<file path="src/rtl/adc_frame_sequencer.sv">
// Frame sequencer for the dual serial ADC pair: issues the conversion strobe,
// deserialises the four 12-bit channels and hands each frame over valid/ready.
module adc_frame_sequencer #(
  parameter int unsigned CYCLES_PER_SAMPLE = 16,
  parameter int unsigned DATA_OFFSET       = 1
) (
  input  logic        clk,
  input  logic        reset,
  input  logic        enable,
  input  logic        single,
  input  logic        abort,
  output logic        busy,
  output logic        ad_cs,
  input  logic [1:0]  ad_sdata_a,
  input  logic [1:0]  ad_sdata_b,
  output logic        sample_valid,
  input  logic        sample_ready,
  output logic [11:0] vcap,
  output logic [11:0] icap,
  output logic [11:0] vout,
  output logic [11:0] iout,
  output logic [15:0] sample_count,
  output logic        overrun,
  input  logic        overrun_clr
);

  typedef enum logic {IDLE, CONV} state_t;

  localparam logic [4:0] CNT_LAST  = 5'(CYCLES_PER_SAMPLE - 1);
  localparam logic [4:0] CAP_FIRST = 5'(DATA_OFFSET + 1);
  localparam logic [4:0] CAP_LAST  = 5'(DATA_OFFSET + 12);
  localparam logic [4:0] CNT_DONE  = 5'(DATA_OFFSET + 13);

  state_t      state_q, state_d;
  logic [4:0]  cnt_q, cnt_d;
  logic        ad_cs_q, ad_cs_d;
  logic        valid_q, valid_d;
  logic        overrun_q, overrun_d;
  logic [15:0] count_q, count_d;
  logic [11:0] sr_vcap_q, sr_vcap_d, sr_icap_q, sr_icap_d;
  logic [11:0] sr_vout_q, sr_vout_d, sr_iout_q, sr_iout_d;
  logic [11:0] vcap_q, vcap_d, icap_q, icap_d;
  logic [11:0] vout_q, vout_d, iout_q, iout_d;

  logic xfer;
  logic capture;
  logic complete;

  assign xfer     = valid_q && sample_ready;
  assign capture  = (state_q == CONV) && (cnt_q >= CAP_FIRST) && (cnt_q <= CAP_LAST);
  // An abort on the completion edge still kills the frame.
  assign complete = (state_q == CONV) && (cnt_q == CNT_DONE) && !abort;

  always_comb begin
    state_d   = state_q;
    cnt_d     = cnt_q;
    valid_d   = valid_q;
    count_d   = count_q;
    sr_vcap_d = sr_vcap_q;
    sr_icap_d = sr_icap_q;
    sr_vout_d = sr_vout_q;
    sr_iout_d = sr_iout_q;
    vcap_d    = vcap_q;
    icap_d    = icap_q;
    vout_d    = vout_q;
    iout_d    = iout_q;

    unique case (state_q)
      IDLE: begin
        if (!abort && (enable || single)) begin
          state_d = CONV;
          cnt_d   = '0;
        end
      end
      CONV: begin
        if (abort) begin
          state_d = IDLE;
          cnt_d   = '0;
        end else if (cnt_q == CNT_LAST) begin
          cnt_d = '0;
          if (!enable) state_d = IDLE;
        end else begin
          cnt_d = cnt_q + 5'd1;
        end
      end
    endcase

    if (capture) begin
      sr_vcap_d = {sr_vcap_q[10:0], ad_sdata_b[1]};
      sr_icap_d = {sr_icap_q[10:0], ad_sdata_b[0]};
      sr_vout_d = {sr_vout_q[10:0], ad_sdata_a[1]};
      sr_iout_d = {sr_iout_q[10:0], ad_sdata_a[0]};
    end

    if (complete) begin
      vcap_d  = sr_vcap_q;
      icap_d  = sr_icap_q;
      vout_d  = sr_vout_q;
      iout_d  = sr_iout_q;
      valid_d = 1'b1;
      count_d = count_q + 16'd1;
    end else if (xfer) begin
      valid_d = 1'b0;
    end

    overrun_d = (overrun_q && !overrun_clr) || (complete && valid_q && !sample_ready);
    ad_cs_d   = (state_d == CONV) && (cnt_d == '0);
  end

  always_ff @(posedge clk) begin
    if (reset) begin
      state_q   <= IDLE;
      cnt_q     <= '0;
      ad_cs_q   <= 1'b0;
      valid_q   <= 1'b0;
      overrun_q <= 1'b0;
      count_q   <= '0;
      sr_vcap_q <= '0;
      sr_icap_q <= '0;
      sr_vout_q <= '0;
      sr_iout_q <= '0;
      vcap_q    <= '0;
      icap_q    <= '0;
      vout_q    <= '0;
      iout_q    <= '0;
    end else begin
      state_q   <= state_d;
      cnt_q     <= cnt_d;
      ad_cs_q   <= ad_cs_d;
      valid_q   <= valid_d;
      overrun_q <= overrun_d;
      count_q   <= count_d;
      sr_vcap_q <= sr_vcap_d;
      sr_icap_q <= sr_icap_d;
      sr_vout_q <= sr_vout_d;
      sr_iout_q <= sr_iout_d;
      vcap_q    <= vcap_d;
      icap_q    <= icap_d;
      vout_q    <= vout_d;
      iout_q    <= iout_d;
    end
  end

  assign busy         = (state_q == CONV);
  assign ad_cs        = ad_cs_q;
  assign sample_valid = valid_q;
  assign vcap         = vcap_q;
  assign icap         = icap_q;
  assign vout         = vout_q;
  assign iout         = iout_q;
  assign sample_count = count_q;
  assign overrun      = overrun_q;

endmodule

</file>
<file path="config.mk">
export PLATFORM = sky130hd
export DESIGN_NAME = adc_frame_sequencer
export DESIGN_NICKNAME = d
export VERILOG_FILES = /design/src/rtl/adc_frame_sequencer.sv
export SDC_FILE = /design/constraint.sdc
export NUM_CORES = 1
export LEC_CHECK = 0
export ABC_AREA = 1
export CORE_MARGIN = 2
export CORE_UTILIZATION = 55
export CTS_BUF_LIST = sky130_fd_sc_hd__clkbuf_4 sky130_fd_sc_hd__clkbuf_8 sky130_fd_sc_hd__clkbuf_16
export CTS_CLUSTER_SIZE = 25
export DETAILED_ROUTE_END_ITERATION = 10
export HOLD_SLACK_MARGIN = 0.03
export PLACE_DENSITY_LB_ADDON = 0.2
export SLEW_MARGIN = 20
export SYNTH_ARGS = -nofsm -noshare
export SYNTH_HDL_FRONTEND = slang
export SYNTH_SLANG_ARGS = --single-unit
export TNS_END_PERCENT = 1
</file>
<file path="constraint.sdc">
create_clock -name clk -period 3.4 [get_ports clk]
set_clock_uncertainty 0.05 [all_clocks]
set_input_delay 0.34 -clock clk [delete_from_list [all_inputs] [get_ports clk]]
set_output_delay 0.34 -clock clk [all_outputs]
set_load 0.01 [all_outputs]
</file>
==> reports/qor.log <==
[status] run status finished, final reports clean
[synth] count of warnings emitted by yosys 0
[place] setup slack at placement 1.02 ns
[sta] Final Critical Period 2.28 ns
[worst_setup_path] WP data required 3.75 ns
[synth] cell area after technology mapping 0.00463 mm2
[worst_setup_path] endpoint arrival time on the critical path 2.63 ns
[die] Initial Utilization 56.7%
[grt] vias in the first global route 3,732
[sta] final hold vios 0
[synth] number of register bits inferred by synthesis 121
[grt] GR Layer Usage met2 38.3%
[cells_and_area] ratio of cells with drive above 1 in the final layout 6.94%
[grt] pin count of the biggest net entering global routing 61
[clocking] TritonCTS Sinks 121
[synth] Mapped Avg Cell Area 7.57 um2
[pwr] total leakage power 2.27 nW
[cells_and_area] summed area of non-filler cells in the final layout 0.00600 mm2
[pwr] VDD IR-drop max 0.000452 V
[detailed_routing] number of remaining DRC errors 0
[cells_and_area] commonest cells after routing, fill and taps aside sky130_fd_sc_hd__nor2_1 (229), sky130_fd_sc_hd__dfxtp_1 (121), sky130_fd_sc_hd__o21ai_0 (101), sky130_fd_sc_hd__clkdlybuf4s50_1 (78), sky130_fd_sc_hd__nand2_1 (39)
[cells_and_area] Final Core Density 73.3%
[clocking] setup bufs post-CTS 0
[worst_setup_path] r2r setup slk 1.12 ns
[detailed_routing] via count normalized by instance count 5.12
[grt] total routing resource utilization after global routing 22.9%
[worst_setup_path] CP bufs+invs 3
[cells_and_area] count of inserted antenna diode cells 0
[cells_and_area] most common cell after layout, fill and taps aside sky130_fd_sc_hd__nor2_1
[detailed_routing] number of DRC markers in iteration 0 278
[die] floorplan die height 95.8 um
[cells_and_area] number of nets in the final layout 694
[worst_hold_path] worst hold-check path type primary input to flip-flop
[detailed_routing] detailed-router iteration count before antenna repair 5
[detailed_routing] average wire length per cell after detail routing 12.5 um
[place] Final GP Congestion 0.821
[place] IO buf count 78
[clocking] clock transition at the registers of the reported paths 0.06 ns
[detailed_routing] DRT Wirelength 9.93 mm
[cells_and_area] growth of design area from synthesis to finish 29.4%
[worst_setup_path] WS Path Type flip-flop to flip-flop
[sta] min setup slack post-route 1.12 ns
[grt] met3 track demand over resource in global routing 5.72%
[detailed_routing] vias post-DR 4,079
[clocking] clock tree from TritonCTS built
[die] die footprint 0.00918 mm2
[sta] Total Negative Setup Slacks 0 ns
[grt] remaining global-route overflow 0
[die] horizontal extent of the die 95.8 um
[cells_and_area] footprint of the flip-flops and latches 0.00242 mm2
[clocking] number of buffers inserted by hold repair at cts 0
[worst_setup_path] launching element type of the critical path flip-flop
[die] Site Rows 33
[cells_and_area] area occupied by multi-input gates 0.00189 mm2
[clocking] level count of the clock H-tree 4
[sta] worst slew slack as a fraction of its limit 45.9%
[worst_setup_path] type of element capturing the critical path flip-flop
[synth] syn nets 627
[clocking] number of cells upsized or downsized after cts 0
[worst_setup_path] crit-path max FO 49
[grt] global routing usage on met1 27.4%
[synth] register area share after synthesis 52.3%
[sta] Max Transition Viols Final 0
[sta] number of failing setup endpoints in the final timing report 0
[sta] transition at the pin with the smallest max-transition slack 0.811 ns
[sta] unrepaired setup endpoints after global routing false
[worst_setup_path] Slowest cell on crit path sky130_fd_sc_hd__inv_2
[clocking] CTS Buf Count 17
[clocking] Worst-Skew Late Latency 0.51 ns
[detailed_routing] ANT nets after route 0
[synth] count of distinct cell types in the synthesized netlist 29
[pwr] Total Power Consumption 3.33 mW
[worst_setup_path] CP delay by family, top buffers and inverters
[place] standard cell area after detailed placement 0.00539 mm2
[worst_setup_path] CP peak stage delay 0.43 ns
[grt] wire length of the first global-routing pass 16.3 mm
[die] I/O pin count 79
[sta] final clock period utilization by the worst path 67.0%
[synth] synthesized instance count 612
[clocking] Clk Tree Root Cell sky130_fd_sc_hd__clkbuf_8
[die] core area 0.00818 mm2
[worst_setup_path] critical path cell sequence inv_1 -> ha_1 -> nor2_1 -> nand3_1 -> nand3_2 -> buf_4 -> inv_2 -> nor2_1 -> nor2_1
[sta] highest achievable clock rate 0.439 GHz
[clocking] number of buffers between clock root and the deepest sink 2
[run] Max-Cap Viols 0
[worst_setup_path] most frequent CP cell sky130_fd_sc_hd__nor2_1
[pwr] Power per Cell Area 556 mW/mm2
[grt] antenna violations before repair 0
[place] Detailed Place HPWL 6.24 mm
[cells_and_area] final-layout fill cell count 631
[grt] layer with the highest usage after global routing met2
-- registers in the layout, indices dropped and copies added (netlist names) --
signal / count
ad_cs: 1
busy: 1
cnt_q: 5
icap: 12
iout: 12
overrun: 1
sample_count: 16
sample_valid: 1
sr_icap_q: 12
sr_iout_q: 12
sr_vcap_q: 12
sr_vout_q: 12
vcap: 12
vout: 12
-- power by group --
group | switching [mW] | internal, mW | total [mW]
Clock | 0.666 | 1.15 | 1.82
Sequential | 0.00317 | 1.42 | 1.43
Combinational | 0.0510 | 0.0344 | 0.0853
-- worst reg2reg max path, delay by kind of cell, from the launching register on --
kind	cells	cell delay, ns
adders and majority gates	1	0.22
buffers and inverters	3	0.93
DFF	1	0.39
and+or+nand+nor	5	0.58
-- cells in the mapped netlist --
library cell	instances	area, um2
sky130_fd_sc_hd__o21bai_1	1	7.51
sky130_fd_sc_hd__a21oi_1	10	50.1
sky130_fd_sc_hd__o21ai_0	101	505
sky130_fd_sc_hd__nand3_2	2	20.0
sky130_fd_sc_hd__a31oi_1	1	6.26
sky130_fd_sc_hd__and3_1	1	6.26
sky130_fd_sc_hd__ha_1	4	50.1
sky130_fd_sc_hd__xnor2_1	1	8.76
sky130_fd_sc_hd__nand3_1	13	65.1
sky130_fd_sc_hd__buf_4	3	22.5
sky130_fd_sc_hd__xor2_1	4	35.0
sky130_fd_sc_hd__or2_2	1	6.26
sky130_fd_sc_hd__nand2_2	2	12.5
sky130_fd_sc_hd__o21ai_1	5	25.0
sky130_fd_sc_hd__buf_6	7	78.8
sky130_fd_sc_hd__nor2_4	1	11.3
sky130_fd_sc_hd__inv_2	2	7.51
sky130_fd_sc_hd__nor2_2	2	12.5
sky130_fd_sc_hd__nor3_1	3	15.0
sky130_fd_sc_hd__nor2_1	229	860
sky130_fd_sc_hd__o22ai_1	1	6.26
sky130_fd_sc_hd__clkbuf_1	14	52.6
sky130_fd_sc_hd__clkbuf_2	4	20.0
sky130_fd_sc_hd__dfxtp_1	121	2420
sky130_fd_sc_hd__nand2_1	39	146
sky130_fd_sc_hd__nor2_8	1	20.0
sky130_fd_sc_hd__nand4_1	3	18.8
sky130_fd_sc_hd__inv_1	30	113
sky130_fd_sc_hd__buf_2	6	30.0
-- routing by layer --
layer / up-vias / routed length (um)
met5: - / 0
met4: 0 / 205
met1: 1869 / 4330
li1: 2090 / -
met2: 98 / 4970
met3: 22 / 427
-- final cells by class --
| cell class | count | area share [%] |
|---|---|---|
| Sequential cell | 121 | 40.4 |
| Multi-Input combinational cell | 425 | 31.5 |
| Inverter | 32 | 2.00 |
| Clock buffer | 18 | 7.14 |
| Clock inverter | 14 | 3.05 |
| Tap cell | 105 | 2.19 |
| Timing Repair Buffer | 82 | 13.7 |
-- final timing paths --
path	start	cells after the start	endpoint
hold reg to reg	overrun	2	overrun
setup reg to reg	cnt_q[0]	9	sr_iout_q[4]
setup / recovery	cnt_q[0]	9	sr_iout_q[4]
hold / removal	ad_sdata_b[0]	3	sr_icap_q[0]
-- logic make-up after synthesis --
kind of cell	count (synthesis)	synth area share, %
DFF	121	52.3
and+or+nand+nor	297	25.8
xor gates and xnor gates	5	0.945
AOI/OAI and AO/OA	119	13.0
buffers and inverters	66	6.99
adders and majority gates	4	1.08
-- through the flow --
stage,hold WS (ns),std cells
after global placement,0.404,765
final,0.399,797
after floorplan,0.359,612
after global routing,0.420,797
after detailed placement,0.410,765
after CTS,0.389,797
Power figures use the tool's default switching activity.
==> edit, RTL diff (config.mk and constraints unchanged) <==
`sr_vcap_q` no longer has a reset.
--- a/src/rtl/adc_frame_sequencer.sv
+++ b/src/rtl/adc_frame_sequencer.sv
@@ -115,7 +115,6 @@
       valid_q   <= 1'b0;
       overrun_q <= 1'b0;
       count_q   <= '0;
-      sr_vcap_q <= '0;
       sr_icap_q <= '0;
       sr_vout_q <= '0;
       sr_iout_q <= '0;
@@ -130,7 +129,6 @@
       valid_q   <= valid_d;
       overrun_q <= overrun_d;
       count_q   <= count_d;
-      sr_vcap_q <= sr_vcap_d;
       sr_icap_q <= sr_icap_d;
       sr_vout_q <= sr_vout_d;
       sr_iout_q <= sr_iout_d;
@@ -139,6 +137,10 @@
       vout_q    <= vout_d;
       iout_q    <= iout_d;
     end
+  end
+
+  always_ff @(posedge clk) begin
+    sr_vcap_q <= sr_vcap_d;
   end
 
   assign busy         = (state_q == CONV);
Formal check against the unedited RTL: same outputs for any inputs over 10 cycles, from zero or initial values and one cycle with reset high; that may be too few to reach the edited logic, so the function may still have changed.
==> edit against the original RTL <==
Worst setup slack improved by 0.039 ns. Sequential cell count did not move. Power fell by 2.8%. Design area fell by 0.92%. Area after synthesis fell by 0.81%. Routed wire length rose by 0.21%. Sequential share of layout area rose by 2.4 points.
==> edit: results (changes against the original RTL) <==
synth_edf_count: 12  # +12
drt_iter0_drc: 298  # +7.2%
grt_use_total_pct: 22.9  # about the same
r2r_setup_slack_ns: 1.16  # +0.04 ns
outcome: "complete, no violations"
synth_commonest_cells: "203 x nor2_1, 109 x dfxtp_1, 75 x o21ai_0, 45 x nand2_1, 25 x inv_1"
syn_inst: 575  # -6.0%
synth_cell_types: 32  # +10%
gp_congestion: 0.882  # +7.4%
syn-num-nets: 590  # -5.9%
wl_met1_mm: 4.49  # +3.9%
power.leakage_nw: 2.23  # -1.7%
place_inst: 731  # -4.4%
dpl.hpwl_mm: 6.04  # -3.1%
dp_slack_ns: 1.11  # +0.0918 ns
arrival_ns: 2.58  # -0.05 ns
synth_sequential_area_ratio_pct: 55.3  # +3.0 points
hold_end: "sr_vcap_q[0]$_DFFE_PP_"
cp_slowest_stage_delay_ns: 0.48  # +0.05 ns
routed-wl-met3_um: 556  # +30%
hold_start: "ad_sdata_b[1]"
clk_latency_ns: 0.50
irDropWorstVdd_mv: 0.329  # -27%
stdcell_count: 762  # -4.4%
crit_fanout: 48  # -2.0%
worstMarginPinSlew_ns: 0.736  # -0.0742 ns
first_global_vias: 3539  # -5.2%
hold_path_depth: 1  # -2
grt_max_degree: 95  # +56%
fin_nets: 660  # -4.9%
rr_worst_depth: 8  # -1
synthTopCellsByArea: "dfxtp_1 47%, nor2_1 17%, o21ai_0 8.2%"
cpMaxStageDelayCell: "dfxtp_1"
grt_pass1_wl_mm: 16.3  # about the same
viasPerCell: 5.16  # +0.77%
wl_per_cell_um: 13.1  # +4.8%
wl_met2_mm: 4.80  # -3.2%
holdWs_ns: 0.345  # -0.0540 ns
## edit: changes by cell type after synthesis, moves of 3 or more
cell / change
buf_2: +6
buf_6: -3
clkbuf_1: -3
clkbuf_2: -4
dfxtp_1: -12
edfxtp_1: +12
inv_1: -5
nand2_1: +6
nor2_1: -26
o21ai_0: -26
o21ai_1: +10
## edit: final cells by class
cell class                 count  area, µm²
tap                          105        131
multi-input combinational    394       1770
inverter                      30        115
clock buffer                  19        464
clock inverter                12        114
timing repair buffer          81        803
sequential                   121       2540
fill                         637       2230
## edit: layer usage
| metal | global-route usage [%] | up-vias |
|---|---|---|
| li1 | - | 1981 |
| met1 | 29.8 | 1815 |
| met3 | 5.77 | 11 |
| met2 | 37.0 | 123 |
| met5 | 0 | - |
| met4 | 8.45 | 0 |
## edit: cells by family (layout without fill, tap and decap cells)
kind of cell,after synthesis,after routing,synth area share (%)
AND/OR/NAND/NOR,280,280,24.8
flip-flops,121,121,55.3
XOR/XNOR,5,5,0.953
buffers and inverters,60,142,6.18
AO/OA/AOI/OAI,105,105,11.6
adder cells (fa/ha/maj),4,4,1.09
## edit: worst max path at each step
stage                     slack, ns                         to  cells past startpoint                start
after floorplan                1.84     sr_vcap_q[0]$_DFFE_PP_                      7  cnt_q[0]$_SDFF_PP0_
after global placement         1.17      iout[10]$_SDFFE_PP0P_                      5                reset
after detailed placement       1.11       vout[2]$_SDFFE_PP0P_                      7                abort
after CTS                      1.19  sr_iout_q[3]$_SDFFE_PP0P_                      8  cnt_q[0]$_SDFF_PP0_
after global routing            1.0  sr_iout_q[3]$_SDFFE_PP0P_                      8  cnt_q[0]$_SDFF_PP0_
final                          1.16  sr_iout_q[3]$_SDFFE_PP0P_                      8  cnt_q[0]$_SDFF_PP0_
## edit: power by group
part / internal (mW) / switching (mW)
clock network: 1.06 / 0.654
logic: 0.0324 / 0.0476
registers: 1.44 / 0.00385
